--- src/rtl/c3lib_strap_cfg_ctrl_if.sv ---
// Strap/override configuration bus.
//   strap_val   : tie-cell default word (static)
//   ovrd_wr     : one-cycle override write strobe
//   ovrd_en     : 1 = apply ovrd_val, 0 = revert to strap_val
//   ovrd_val    : override word
//   cfg_ack     : downstream acceptance of cfg_val
//   cfg_val     : configuration word presented downstream
//   cfg_req     : request to load cfg_val
//   cfg_done    : last word accepted, nothing pending
//   cfg_err     : sticky ack-timeout flag
//   ovrd_active : applied word came from ovrd_val
// master = the environment side, slave = the controller.
interface c3lib_strap_cfg_ctrl_if #(
  parameter int WIDTH = 8
);
  logic [WIDTH-1:0] strap_val;
  logic             ovrd_wr;
  logic             ovrd_en;
  logic [WIDTH-1:0] ovrd_val;
  logic             cfg_ack;
  logic [WIDTH-1:0] cfg_val;
  logic             cfg_req;
  logic             cfg_done;
  logic             cfg_err;
  logic             ovrd_active;

  modport master (
    output strap_val, ovrd_wr, ovrd_en, ovrd_val, cfg_ack,
    input  cfg_val, cfg_req, cfg_done, cfg_err, ovrd_active
  );

  modport slave (
    input  strap_val, ovrd_wr, ovrd_en, ovrd_val, cfg_ack,
    output cfg_val, cfg_req, cfg_done, cfg_err, ovrd_active
  );
endinterface

--- src/rtl/c3lib_strap_cfg_ctrl.sv ---
// Strap configuration controller.
// After reset the strap inputs are given SETTLE_CYC cycles to settle, then
// captured and offered downstream with a req/ack handshake. Once accepted,
// override writes can replace the word (ovrd_en=1) or revert it to the strap
// (ovrd_en=0). Writes arriving while a handshake is in flight are held in a
// one-deep, last-write-wins pending slot and applied once the block is idle.
// An ack that never comes is abandoned after ACK_TMO cycles and flagged in
// the sticky cfg_err.
// Ports:
//   clk  : clock
//   rst  : synchronous active-high reset
//   bus  : strap/override/handshake bundle (slave side)
module c3lib_strap_cfg_ctrl #(
  parameter int WIDTH      = 8,
  parameter int SETTLE_CYC = 4,   // 1..255
  parameter int ACK_TMO    = 64   // 2..65535
) (
  input  logic                  clk,
  input  logic                  rst,
  c3lib_strap_cfg_ctrl_if.slave bus
);

  // Shared by SETTLE and WAIT_ACK; wide enough for the largest ACK_TMO.
  localparam int CNT_W = 16;

  typedef enum logic [1:0] {
    ST_SETTLE,
    ST_APPLY,
    ST_WAIT_ACK,
    ST_DONE
  } state_t;

  typedef struct packed {
    logic             en;
    logic [WIDTH-1:0] val;
  } ovrd_t;

  state_t           state, state_nxt;
  logic [CNT_W-1:0] cnt;
  logic             cnt_inc, cnt_clr;
  logic             ld_strap;   // initial strap capture at end of SETTLE
  logic             ld_pend;    // apply the pending entry
  logic             ld_wr;      // apply the write on the bus this cycle
  logic             err_set;
  logic             req_c, done_c;

  logic             pend_vld;
  ovrd_t            pend;
  ovrd_t            apply_ent;

  logic [WIDTH-1:0] cfg_val_q;
  logic             ovrd_act_q;
  logic             err_q;

  // ---------------------------------------------------------------------
  // FSM
  // ---------------------------------------------------------------------
  always_ff @(posedge clk) begin
    if (rst) state <= ST_SETTLE;
    else     state <= state_nxt;
  end

  always_comb begin
    state_nxt = state;
    cnt_inc   = 1'b0;
    cnt_clr   = 1'b0;
    ld_strap  = 1'b0;
    ld_pend   = 1'b0;
    ld_wr     = 1'b0;
    err_set   = 1'b0;
    req_c     = 1'b0;
    done_c    = 1'b0;
    case (state)
      ST_SETTLE: begin
        if (cnt == CNT_W'(SETTLE_CYC - 1)) begin
          ld_strap  = 1'b1;
          cnt_clr   = 1'b1;
          state_nxt = ST_APPLY;
        end else begin
          cnt_inc = 1'b1;
        end
      end
      ST_APPLY: begin
        cnt_clr   = 1'b1;
        state_nxt = ST_WAIT_ACK;
      end
      ST_WAIT_ACK: begin
        req_c = 1'b1;
        // Ack wins over a timeout landing in the same cycle.
        if (bus.cfg_ack) begin
          cnt_clr   = 1'b1;
          state_nxt = ST_DONE;
        end else if (cnt == CNT_W'(ACK_TMO - 1)) begin
          err_set   = 1'b1;
          cnt_clr   = 1'b1;
          state_nxt = ST_DONE;
        end else begin
          cnt_inc = 1'b1;
        end
      end
      ST_DONE: begin
        // A pending entry is older than any write arriving now, so it goes
        // first; the fresh write then falls into the pending slot.
        if (pend_vld) begin
          ld_pend   = 1'b1;
          state_nxt = ST_APPLY;
        end else if (bus.ovrd_wr) begin
          ld_wr     = 1'b1;
          state_nxt = ST_APPLY;
        end else begin
          done_c = 1'b1;
        end
      end
      default: state_nxt = ST_SETTLE;
    endcase
  end

  always_ff @(posedge clk) begin
    if (rst || cnt_clr) cnt <= '0;
    else if (cnt_inc)   cnt <= cnt + 1'b1;
  end

  // ---------------------------------------------------------------------
  // Pending override slot
  // ---------------------------------------------------------------------
  // Every write not applied directly lands here, overwriting any older one.
  always_ff @(posedge clk) begin
    if (rst) begin
      pend_vld <= 1'b0;
      pend     <= '0;
    end else if (bus.ovrd_wr && !ld_wr) begin
      pend_vld <= 1'b1;
      pend.en  <= bus.ovrd_en;
      pend.val <= bus.ovrd_val;
    end else if (ld_pend) begin
      pend_vld <= 1'b0;
    end
  end

  always_comb begin
    apply_ent     = pend;
    if (!ld_pend) begin
      apply_ent.en  = bus.ovrd_en;
      apply_ent.val = bus.ovrd_val;
    end
  end

  // ---------------------------------------------------------------------
  // Applied word and status
  // ---------------------------------------------------------------------
  // A revert samples strap_val at apply time; between applies cfg_val is
  // held so it stays stable across the handshake.
  always_ff @(posedge clk) begin
    if (rst) begin
      cfg_val_q  <= '0;
      ovrd_act_q <= 1'b0;
    end else if (ld_strap) begin
      cfg_val_q  <= bus.strap_val;
      ovrd_act_q <= 1'b0;
    end else if (ld_pend || ld_wr) begin
      cfg_val_q  <= apply_ent.en ? apply_ent.val : bus.strap_val;
      ovrd_act_q <= apply_ent.en;
    end
  end

  always_ff @(posedge clk) begin
    if (rst)          err_q <= 1'b0;
    else if (err_set) err_q <= 1'b1;
  end

  // cfg_done drops combinationally in the cycle a write is accepted.
  assign bus.cfg_val     = cfg_val_q;
  assign bus.cfg_req     = req_c & ~rst;
  assign bus.cfg_done    = done_c & ~bus.ovrd_wr & ~rst;
  assign bus.cfg_err     = err_q;
  assign bus.ovrd_active = ovrd_act_q;

endmodule

--- src/flat_wrapper.sv ---
// flat-port wrapper written by rule: the top's interface ports become plain ports
module c3lib_strap_cfg_ctrl_flat 
#(
  parameter int WIDTH      = 8,
  parameter int SETTLE_CYC = 4,            
  parameter int ACK_TMO    = 64              
)
  (clk, rst, bus_strap_val, bus_ovrd_wr, bus_ovrd_en, bus_ovrd_val, bus_cfg_ack, bus_cfg_val, bus_cfg_req, bus_cfg_done, bus_cfg_err, bus_ovrd_active);
  c3lib_strap_cfg_ctrl_if #(.WIDTH(WIDTH)) bus_i ();
  input  logic clk;
  input  logic rst;
  input wire logic [$bits(bus_i.strap_val)-1:0] bus_strap_val;
  input wire logic [$bits(bus_i.ovrd_wr)-1:0] bus_ovrd_wr;
  input wire logic [$bits(bus_i.ovrd_en)-1:0] bus_ovrd_en;
  input wire logic [$bits(bus_i.ovrd_val)-1:0] bus_ovrd_val;
  input wire logic [$bits(bus_i.cfg_ack)-1:0] bus_cfg_ack;
  output wire logic [$bits(bus_i.cfg_val)-1:0] bus_cfg_val;
  output wire logic [$bits(bus_i.cfg_req)-1:0] bus_cfg_req;
  output wire logic [$bits(bus_i.cfg_done)-1:0] bus_cfg_done;
  output wire logic [$bits(bus_i.cfg_err)-1:0] bus_cfg_err;
  output wire logic [$bits(bus_i.ovrd_active)-1:0] bus_ovrd_active;
  assign bus_i.strap_val = bus_strap_val;
  assign bus_i.ovrd_wr = bus_ovrd_wr;
  assign bus_i.ovrd_en = bus_ovrd_en;
  assign bus_i.ovrd_val = bus_ovrd_val;
  assign bus_i.cfg_ack = bus_cfg_ack;
  assign bus_cfg_val = bus_i.cfg_val;
  assign bus_cfg_req = bus_i.cfg_req;
  assign bus_cfg_done = bus_i.cfg_done;
  assign bus_cfg_err = bus_i.cfg_err;
  assign bus_ovrd_active = bus_i.ovrd_active;
  c3lib_strap_cfg_ctrl #(.WIDTH(WIDTH), .SETTLE_CYC(SETTLE_CYC), .ACK_TMO(ACK_TMO)) u_core (.clk(clk), .rst(rst), .bus(bus_i));
endmodule
--- config.mk ---
export PLATFORM = sky130hd
export DESIGN_NAME = c3lib_strap_cfg_ctrl_flat
export DESIGN_NICKNAME = d
export VERILOG_FILES = /design/src/rtl/c3lib_strap_cfg_ctrl_if.sv /design/src/rtl/c3lib_strap_cfg_ctrl.sv /design/src/flat_wrapper.sv
export SDC_FILE = /design/constraint.sdc
export NUM_CORES = 1
export LEC_CHECK = 0
export BUFFER_PORTS_ARGS = -buffer_cell sky130_fd_sc_hd__buf_2
export CAP_MARGIN = 5
export CORE_UTILIZATION = 55
export DETAILED_ROUTE_END_ITERATION = 8
export PLACE_DENSITY = 0.86
export SLEW_MARGIN = 40
export SYNTH_ARGS = -nofsm -noshare
export SYNTH_HDL_FRONTEND = slang
export SYNTH_SLANG_ARGS = --single-unit
--- constraint.sdc ---
create_clock -name clk -period 4 [get_ports clk]
set_input_delay 1 -clock clk [delete_from_list [all_inputs] [get_ports clk]]
set_output_delay 1 -clock clk [all_outputs]
set_load 0.02 [all_outputs]
### Word level (Yosys, flattened, before mapping)

Index checks and enable logic that the tools add are counted.
Widths: inputs -> output; s select.

| word-level totals | value |
|---|---|
| bits in registers | 38 |
| bits of input ports | 21 |
| output and inout port bits | 12 |
| logic and storage cells | 63 |

| operators by class | value |
|---|---|
| $add $sub $neg | 1 |
| equality and inequality tests | 8 |
| multiplexer cells | 32 |
| bitwise logic cells | 5 |
| reductions and logical operators | 9 |

Operators by type and width:

| kind | count |
|---|---|
| $mux 8 | 3 |
| $mux 1 | 20 |
| $add 16x1->16 const B | 1 |
| $eq 16x2->1 const B | 1 |
| $eq 16x6->1 const B | 1 |
| $mux 2 | 5 |
| $mux 9 | 1 |
| $pmux 2 s4 | 1 |
| $ne 3x2->1 const B | 2 |
| $eq 2x2->1 const B | 2 |
| $reduce_bool 2->1 | 2 |
| $and 1x1->1 | 3 |
| $pmux 1 s3 | 1 |
| $reduce_and 3->1 | 1 |
| $eq 2x1->1 const B | 1 |
| $logic_not 2->1 | 1 |
| $logic_or 1x1->1 | 2 |
| $ne 2x1->1 const B | 1 |
| $not 1->1 | 2 |
| $pmux 1 s2 | 1 |
| $reduce_or 2->1 | 1 |
| $logic_and 1x1->1 | 1 |
| $logic_not 1->1 | 1 |

### Longest topological paths before layout

Gate-level depths: netlist of the first run.

| depth | value |
|---|---|
| depth after elaboration | 6 |
| depth in mapped cells | 10 |
| depth with buffers taken out | 7 |

### Worst setup path before layout of the first run

OpenSTA, ideal clock, no wires.

| path | value |
|---|---|
| kind | input -> output |
| from | in rst |
| to | out bus_cfg_done |
| arrival time | 1.890 ns |
| required time | 3.000 ns |
| setup slack | 1.110 ns |
| stages on the path | 3 |
| buffers on the path | 2 |
| cells stage by stage | clkbuf_1 clkbuf_1 nor3_1 |

| on the way | value |
|---|---|
| word-level cells in the longest chain between the ends | 2 |

Ends and longest elaborated chain:

| item | line | text |
|---|---|---|
| from (decl) | flat_wrapper.sv:11 | `input logic rst;` |
| $not 1->1 | c3lib_strap_cfg_ctrl.sv:174 | `assign bus.cfg_done = done_c & ~bus.ovrd_wr & ~rst;` |
| $and 1x1->1 | c3lib_strap_cfg_ctrl.sv:174 |  |
| to (decl) | flat_wrapper.sv:19 | `output wire logic [$bits(bus_i.cfg_done)-1:0] bus_cfg_done;` |

No other way between the ends.

### Worst setup path in the final report of the first run

| path | value |
|---|---|
| from | in bus_ovrd_wr |
| to | out bus_cfg_done |

| on the way | value |
|---|---|
| word-level cells in the longest chain between the ends | 5 |
| elaborated cells on any way between the ends | 6 |
| those cells by class | mux: 3; bitwise: 3 |

Ends and longest elaborated chain:

| item | line | text |
|---|---|---|
| from (decl) | flat_wrapper.sv:13 | `input wire logic [$bits(bus_i.ovrd_wr)-1:0] bus_ovrd_wr;` |
| $mux 1 | c3lib_strap_cfg_ctrl.sv:107 | `end else if (bus.ovrd_wr) begin` |
| $mux 1 | c3lib_strap_cfg_ctrl.sv:104 | `if (pend_vld) begin` |
| $mux 1 | c3lib_strap_cfg_ctrl.sv:73 | `case (state)` |
| $and 1x1->1 * (2 in a row) | c3lib_strap_cfg_ctrl.sv:174 |  |

Every way passes the cells marked *; elsewhere a longest branch is shown, timed or not.

==> impl_metrics.yaml, run 1 <==
floorplan:
  num_io_pins: 33
  core.rowCount: 21
  die_w_um: 62.4
  die_h_um: 62.4
  die_area_um2: 3900
  start_util: 0.588
  core_um2: 3420
worst_setup_path:
  crit_required_ps: 3000
  startpoint_type: "input pin"
  path_class: "input pin to output pin"
  r2r_cells: 5
  end_kind: "output pin"
  crit_top_cell: "buf_2"
  crit_chain: "buf_2 > or2b_2 > nor3_1 > buf_2"
  worstPathMaxFanout: 6
  cp_data_arrival_time_ps: 1760
  r2r_slack_ps: 1870
  cpPeakStageDelay_ps: 310
  crit_slowest_cell: "or2b_2"
clock_tree:
  cts_made_buffers: 5
  clk_path_buf_depth: 2
  cts_tree: "yes"
  clk_latency_ps: 360
  root_buffer: "clkbuf_4"
  postCtsHoldBufs: 0
  clock_sinks: 38
  postCtsSetupBuffers: 0
  htree_levels: 2
  clkSlewWorstSetupHoldPaths_ps: 110
  postCtsResizedCells: 0
yosys:
  synth_edf_count: 0
  yosys_most_used_dff: "dfxtp_1"
  postSynthCellCount: 237
  synthArstFlopShare: 0
  synth_top_area_cell: "dfxtp_1"
  avgSynthCellArea_um2: 8.48
  yosys_warnings: 0
  synth_top_area_frac: 0.379
  synth_seq_area_share: 0.379
  ys_seq_elements: 38
  synthTopCellsByArea: "dfxtp_1, nor2_1, mux2i_1"
  synthDistinctLibCells: 40
  syn-num-nets: 264
  synthesis.area_um2: 2010
route:
  antenna_left: 0
  drtPass1Iterations: 4
  viasPerCell: 5.66
  drcViolationCount: 0
  routedWlPerCell_um: 13.3
  wirelength_um: 4150
  drt_iter0_markers: 111
  vias: 1766
place:
  post-place-cells: 304
  port_buffers: 32
  gp_congestion: 0.756
  hpwl_um: 3030
timing:
  hold_viol: 0
  timing.hold.ws_ps: 460
  setup_viol_count_final: 0
  slew_headroom: 0.550
  tightest_slew_ps: 672
  max_clock_freq_ghz: 0.362
  finClkSkew_ps: 11.3
  post-route-period-util: 0.690
  rsz0062_at_grt: "no"
  tns_ps: 0
  drv_slew: 0
  layout_min_cycle_time_ps: 2760
grt:
  overflow: 0
  antenna_found_initial: 0
  grt_pass1_vias: 1658
  grt_pass1_wl_um: 7100
  grt_max_degree: 28
  track_usage: 0.230
hold_path:
  whs_path_depth: 2
  hold_path_class: "register to register"
power_and_ir_drop:
  pwr-share-seq: 0.413
  p_sw_frac: 0.301
  power.leakage_nw: 0.955
  combPwrFrac: 0.267
  p_per_area_nw_per_um2: 464
  p_sw_w: 0.000318
  p_clk_frac: 0.320
  p_int_w: 0.000739
  ir_worst_vdd_uv: 283
job:
  drv_cap: 0
final_layout:
  drive_gt1_frac: 0.199
  layout.cells.most_common: "nor2_1"
  layout_common_cells: "nor2_1, dfxtp_1, buf_2, inv_1, mux2i_1"
  final_nets: 292
  fillCellCount: 291
  final_util: 0.667
  regArea_um2: 761
  multiInputGateArea_um2: 1120
  n_antenna_cell: 0
  area_growth_pct: 13.4
  layout.cells.non_filler: 312
run_status:
  status: "finished, final reports clean"
flip-flops by register name, indices dropped and copies added, names as in the netlist:
name	flops
u_core.cnt	16
u_core.pend	9
u_core.bus.cfg_val	8
u_core.state	2
u_core.bus.cfg_err	1
u_core.bus.ovrd_active	1
u_core.pend_vld	1
per-stage QoR:
| stage | cell area, µm² | total power, W | setup slack [ps] |
|---|---|---|---|
| CTS | 2280 | 0.00106 | 1220 |
| detailed placement | 2170 | 0.000726 | 1230 |
| finish | 2280 | 0.00106 | 1240 |
| global route | 2280 | 0.00112 | 1100 |
| global placement | 2170 | 0.000714 | 1260 |
| floorplan | 2010 | 0.000666 | 1110 |
critical path: cells and delay by family:
kind                   cells  cell delay [ps]
buffers and inverters      2              310
AND/OR/NAND/NOR            2              450
power by group through the flow:
stage,combinational [W],sequential (W),clock [W]
2_1_floorplan,0.000216,0.000450,0
3_3_place_gp,0.000271,0.000443,0
3_5_place_dp,0.000281,0.000445,0
4_1_cts,0.000283,0.000436,0.000341
5_1_grt,0.000317,0.000442,0.000359
6_report,0.000283,0.000436,0.000338
cells by family after synthesis:
group                    synth area share
buffers and inverters              0.0635
XOR/XNOR                           0.0567
adder cells (fa/ha/maj)            0.0374
multiplexers                       0.0548
AND/OR/NAND/NOR                     0.258
flip-flops                          0.379
AO/OA/AOI/OAI                       0.151
per-layer routing:
layer / GRT usage / vias to the layer above / wire length [µm]
li1: - / 877 / -
met1: 0.259 / 844 / 1730
met2: 0.423 / 39 / 2170
met3: 0.0456 / 6 / 208
met4: 0.0872 / 0 / 46
met5: 0 / - / 0
synth_stat cells, drive strengths merged (2+ instances only):
library cell and instances:
o32ai 8, mux2i 11, or3 3, a21oi 6
nand4 4, buf 6, nor2 63, o2111ai 2
xnor2 10, and3 3, dfxtp 38, xor2 3
o21ai 6, and4 3, o22ai 9, nor4 3
clkbuf 6, nor3 4, nand2 4, nand3 7
nor2b 3, ha 6, a2bb2oi 2, inv 16
final timing paths:
kind | startpoint | to
setup / recovery | bus_ovrd_wr | bus_cfg_done
hold / removal | u_core.bus.cfg_val[3] | u_core.bus.cfg_val[3]
setup reg to reg | u_core.state[0] | u_core.bus.cfg_val[6]
hold reg to reg | u_core.bus.cfg_val[3] | u_core.bus.cfg_val[3]
layout make-up:
type	instances	area share
Tap cell	46	0.0253
Timing Repair Buffer	33	0.0736
Sequential cell	38	0.334
Multi-Input combinational cell	171	0.492
Clock inverter	2	0.0264
Inverter	16	0.0264
Clock buffer	6	0.0225
(Power assumes the default switching activity.)
==> run 2, diff against run 1 <==
ABC_AREA = 1   (was default)
CORE_UTILIZATION = 52   (was 55)
PLACE_DENSITY = 0.84   (was 0.86)
clock period = 2.32 ns   (was 4 ns; I/O delays follow)
==> run 2 against run 1 <==
  * Via count rose by 31%
  * Area after synthesis up 20%
  * Power up 92%
  * Utilization fell by 7.0 points
  * Sequential power rose by 80%
  * First-iteration DRC count is 6.3% lower
  * Clock power grew 43%
  * Clock-buffer cell count did not move
  * Critical path type is now register to output pin
  * Largest cell class unchanged
==> impl_metrics.yaml, run 2 <==
power_and_ir_drop:
  p_per_area_nw_per_um2: 771
  ir_worst_vdd_uv: 576
  power.leakage_nw: 1.28
timing:
  worst_slack_ps: 140
  hold_viol: 0
  rsz0062_at_grt: "no"
  slew_headroom: 0.594
  tns_ps: 0
  drv_slew: 0
  layout_min_cycle_time_ps: 2180
  post-route-period-util: 0.940
  setup_viol_count_final: 0
  tightest_slew_ps: 609
  max_clock_freq_ghz: 0.459
  finClkSkew_ps: 4.63
yosys:
  syn-num-nets: 402
  synthesis.area_um2: 2410
  ys_seq_elements: 38
  synth_top_area_frac: 0.316
  yosys_warnings: 0
  synth_top_area_cell: "dfxtp_1"
  synth_common_cells: "nand2_1, nor2_1, inv_1"
  synthDistinctLibCells: 28
  yosysMostFrequentCell: "nand2_1"
  synth_seq_area_share: 0.316
  synthTopCellsByArea: "dfxtp_1, nand2_1, nor2_1"
  avgSynthCellArea_um2: 6.42
  yosys_most_used_dff: "dfxtp_1"
  synthArstFlopShare: 0
  synth_edf_count: 0
  postSynthCellCount: 375
grt:
  overflow: 0
  grt_pass1_wl_um: 8890
  track_usage: 0.221
  grt_pass1_vias: 2147
  antenna_found_initial: 0
  grt_max_degree: 22
clock_tree:
  postCtsHoldBufs: 0
  clk_path_buf_depth: 2
  clock_sinks: 38
  root_buffer: "clkbuf_8"
  cts_made_buffers: 5
  clk_latency_ps: 300
  postCtsResizedCells: 0
  htree_levels: 2
  clkSlewWorstSetupHoldPaths_ps: 80
  cts_tree: "yes"
  postCtsSetupBuffers: 0
worst_setup_path:
  worstPathBufferInverterCount: 3
  crit_cells: 7
  crit_slowest_cell: "dfxtp_1"
  startpoint_type: "register"
  end_kind: "output pin"
  path_class: "register to output pin"
  crit_family: "simple AND/OR/NAND/NOR gates"
  worstPathMaxFanout: 3
  cpPeakStageDelay_ps: 360
  worstReg2RegStart: "u_core.state[0]"
  cp_data_arrival_time_ps: 1600
  r2r_slack_ps: 440
  crit_chain: "ha_1 > inv_1 > or2_2 > nor2_1 > inv_1 > nor2_1 > buf_2"
  crit_required_ps: 1740
  reg2reg_to: "u_core.bus.cfg_val[1]"
  r2r_cells: 10
floorplan:
  die_h_um: 70.1
  num_io_pins: 33
  core.rowCount: 24
  die_w_um: 70.1
  start_util: 0.546
  core_um2: 4410
  die_area_um2: 4910
route:
  antenna_left: 0
  drt_iter0_markers: 104
  routedWlPerCell_um: 10.9
  drcViolationCount: 0
  drtPass1Iterations: 4
  wirelength_um: 4940
  vias: 2313
  viasPerCell: 5.08
place:
  hpwl_um: 3580
  port_buffers: 32
  place_ws_ps: 427
  gp_congestion: 0.853
hold_path:
  hp-start: "u_core.pend[7]"
  worstHoldEndpoint: "u_core.pend[7]"
  whs_path_depth: 2
  hold_path_class: "register to register"
final_layout:
  layout.cells.most_common: "nand2_1"
  top_register: "u_core.cnt"
  layout_common_cells: "nand2_1, nor2_1, inv_1, dfxtp_1, nand3_1"
  n_antenna_cell: 0
  drive_gt1_frac: 0.169
  area_growth_pct: 9.45
  largest_reg_flops: 16
  final_nets: 429
run_status:
  status: "finished, final reports clean"
job:
  drv_cap: 0
## run 2: power by group
| group | leakage (nW) | switching (W) | internal (W) |
|---|---|---|---|
| clock network | 0.0472 | 0.000245 | 0.000239 |
| logic | 0.920 | 0.000543 | 0.000221 |
| registers | 0.310 | 0.0000537 | 0.000731 |
## run 2: worst min-delay path, delay by kind of cell, from the launching register on
kind / cells / cell delay (ps)
buffers and inverters: 1 / 60
flip-flops: 1 / 300
AO/OA/AOI/OAI: 1 / 50
## run 2: cell families (layout without fill, tap and decap cells)
family	Yosys count	after routing	share of synthesized area
AO/OA/AOI/OAI	39	39	0.0831
buffers and inverters	61	89	0.117
flip-flops	38	38	0.316
XOR/XNOR	10	10	0.0364
AND/OR/NAND/NOR	221	221	0.417
adder cells (fa/ha/maj)	6	6	0.0312
## run 2: final cells by class
cell class	instances	area, µm²
clock buffer	6	82.6
clock inverter	2	12.5
fill	400	1780
inverter	48	180
multi-input combinational	276	1370
sequential	38	762
tap	52	65.1
timing repair buffer	33	168
## run 2: per-layer routing
metal  GRT usage  part of all wire
met1       0.244              0.45
met2       0.409              0.50
met3      0.0433             0.038
met4      0.0911             0.015
met5           0                 0
## run 2: how the worst max path moves through the flow
| stage | start | end |
|---|---|---|
| after CTS | u_core.state[0] | bus_cfg_done |
| final | u_core.state[1] | bus_cfg_done |
| after global routing | u_core.state[1] | bus_cfg_done |
| after floorplan | u_core.state[0] | bus_cfg_done |
| after detailed placement | u_core.state[0] | bus_cfg_done |
| after global placement | u_core.state[0] | bus_cfg_done |
## run 2: through the flow
step                      hold WS (ps)  power (W)  utilization  instance area (µm²)  cells
after detailed placement           444    0.00156        0.575                 2540    447
after CTS                          456    0.00205        0.597                 2640    455
after floorplan                    425    0.00146            -                 2410    375
final                              458    0.00203        0.597                 2640    455
after global placement             438    0.00153        0.575                 2540    447
after global routing               477    0.00218        0.597                 2640    455
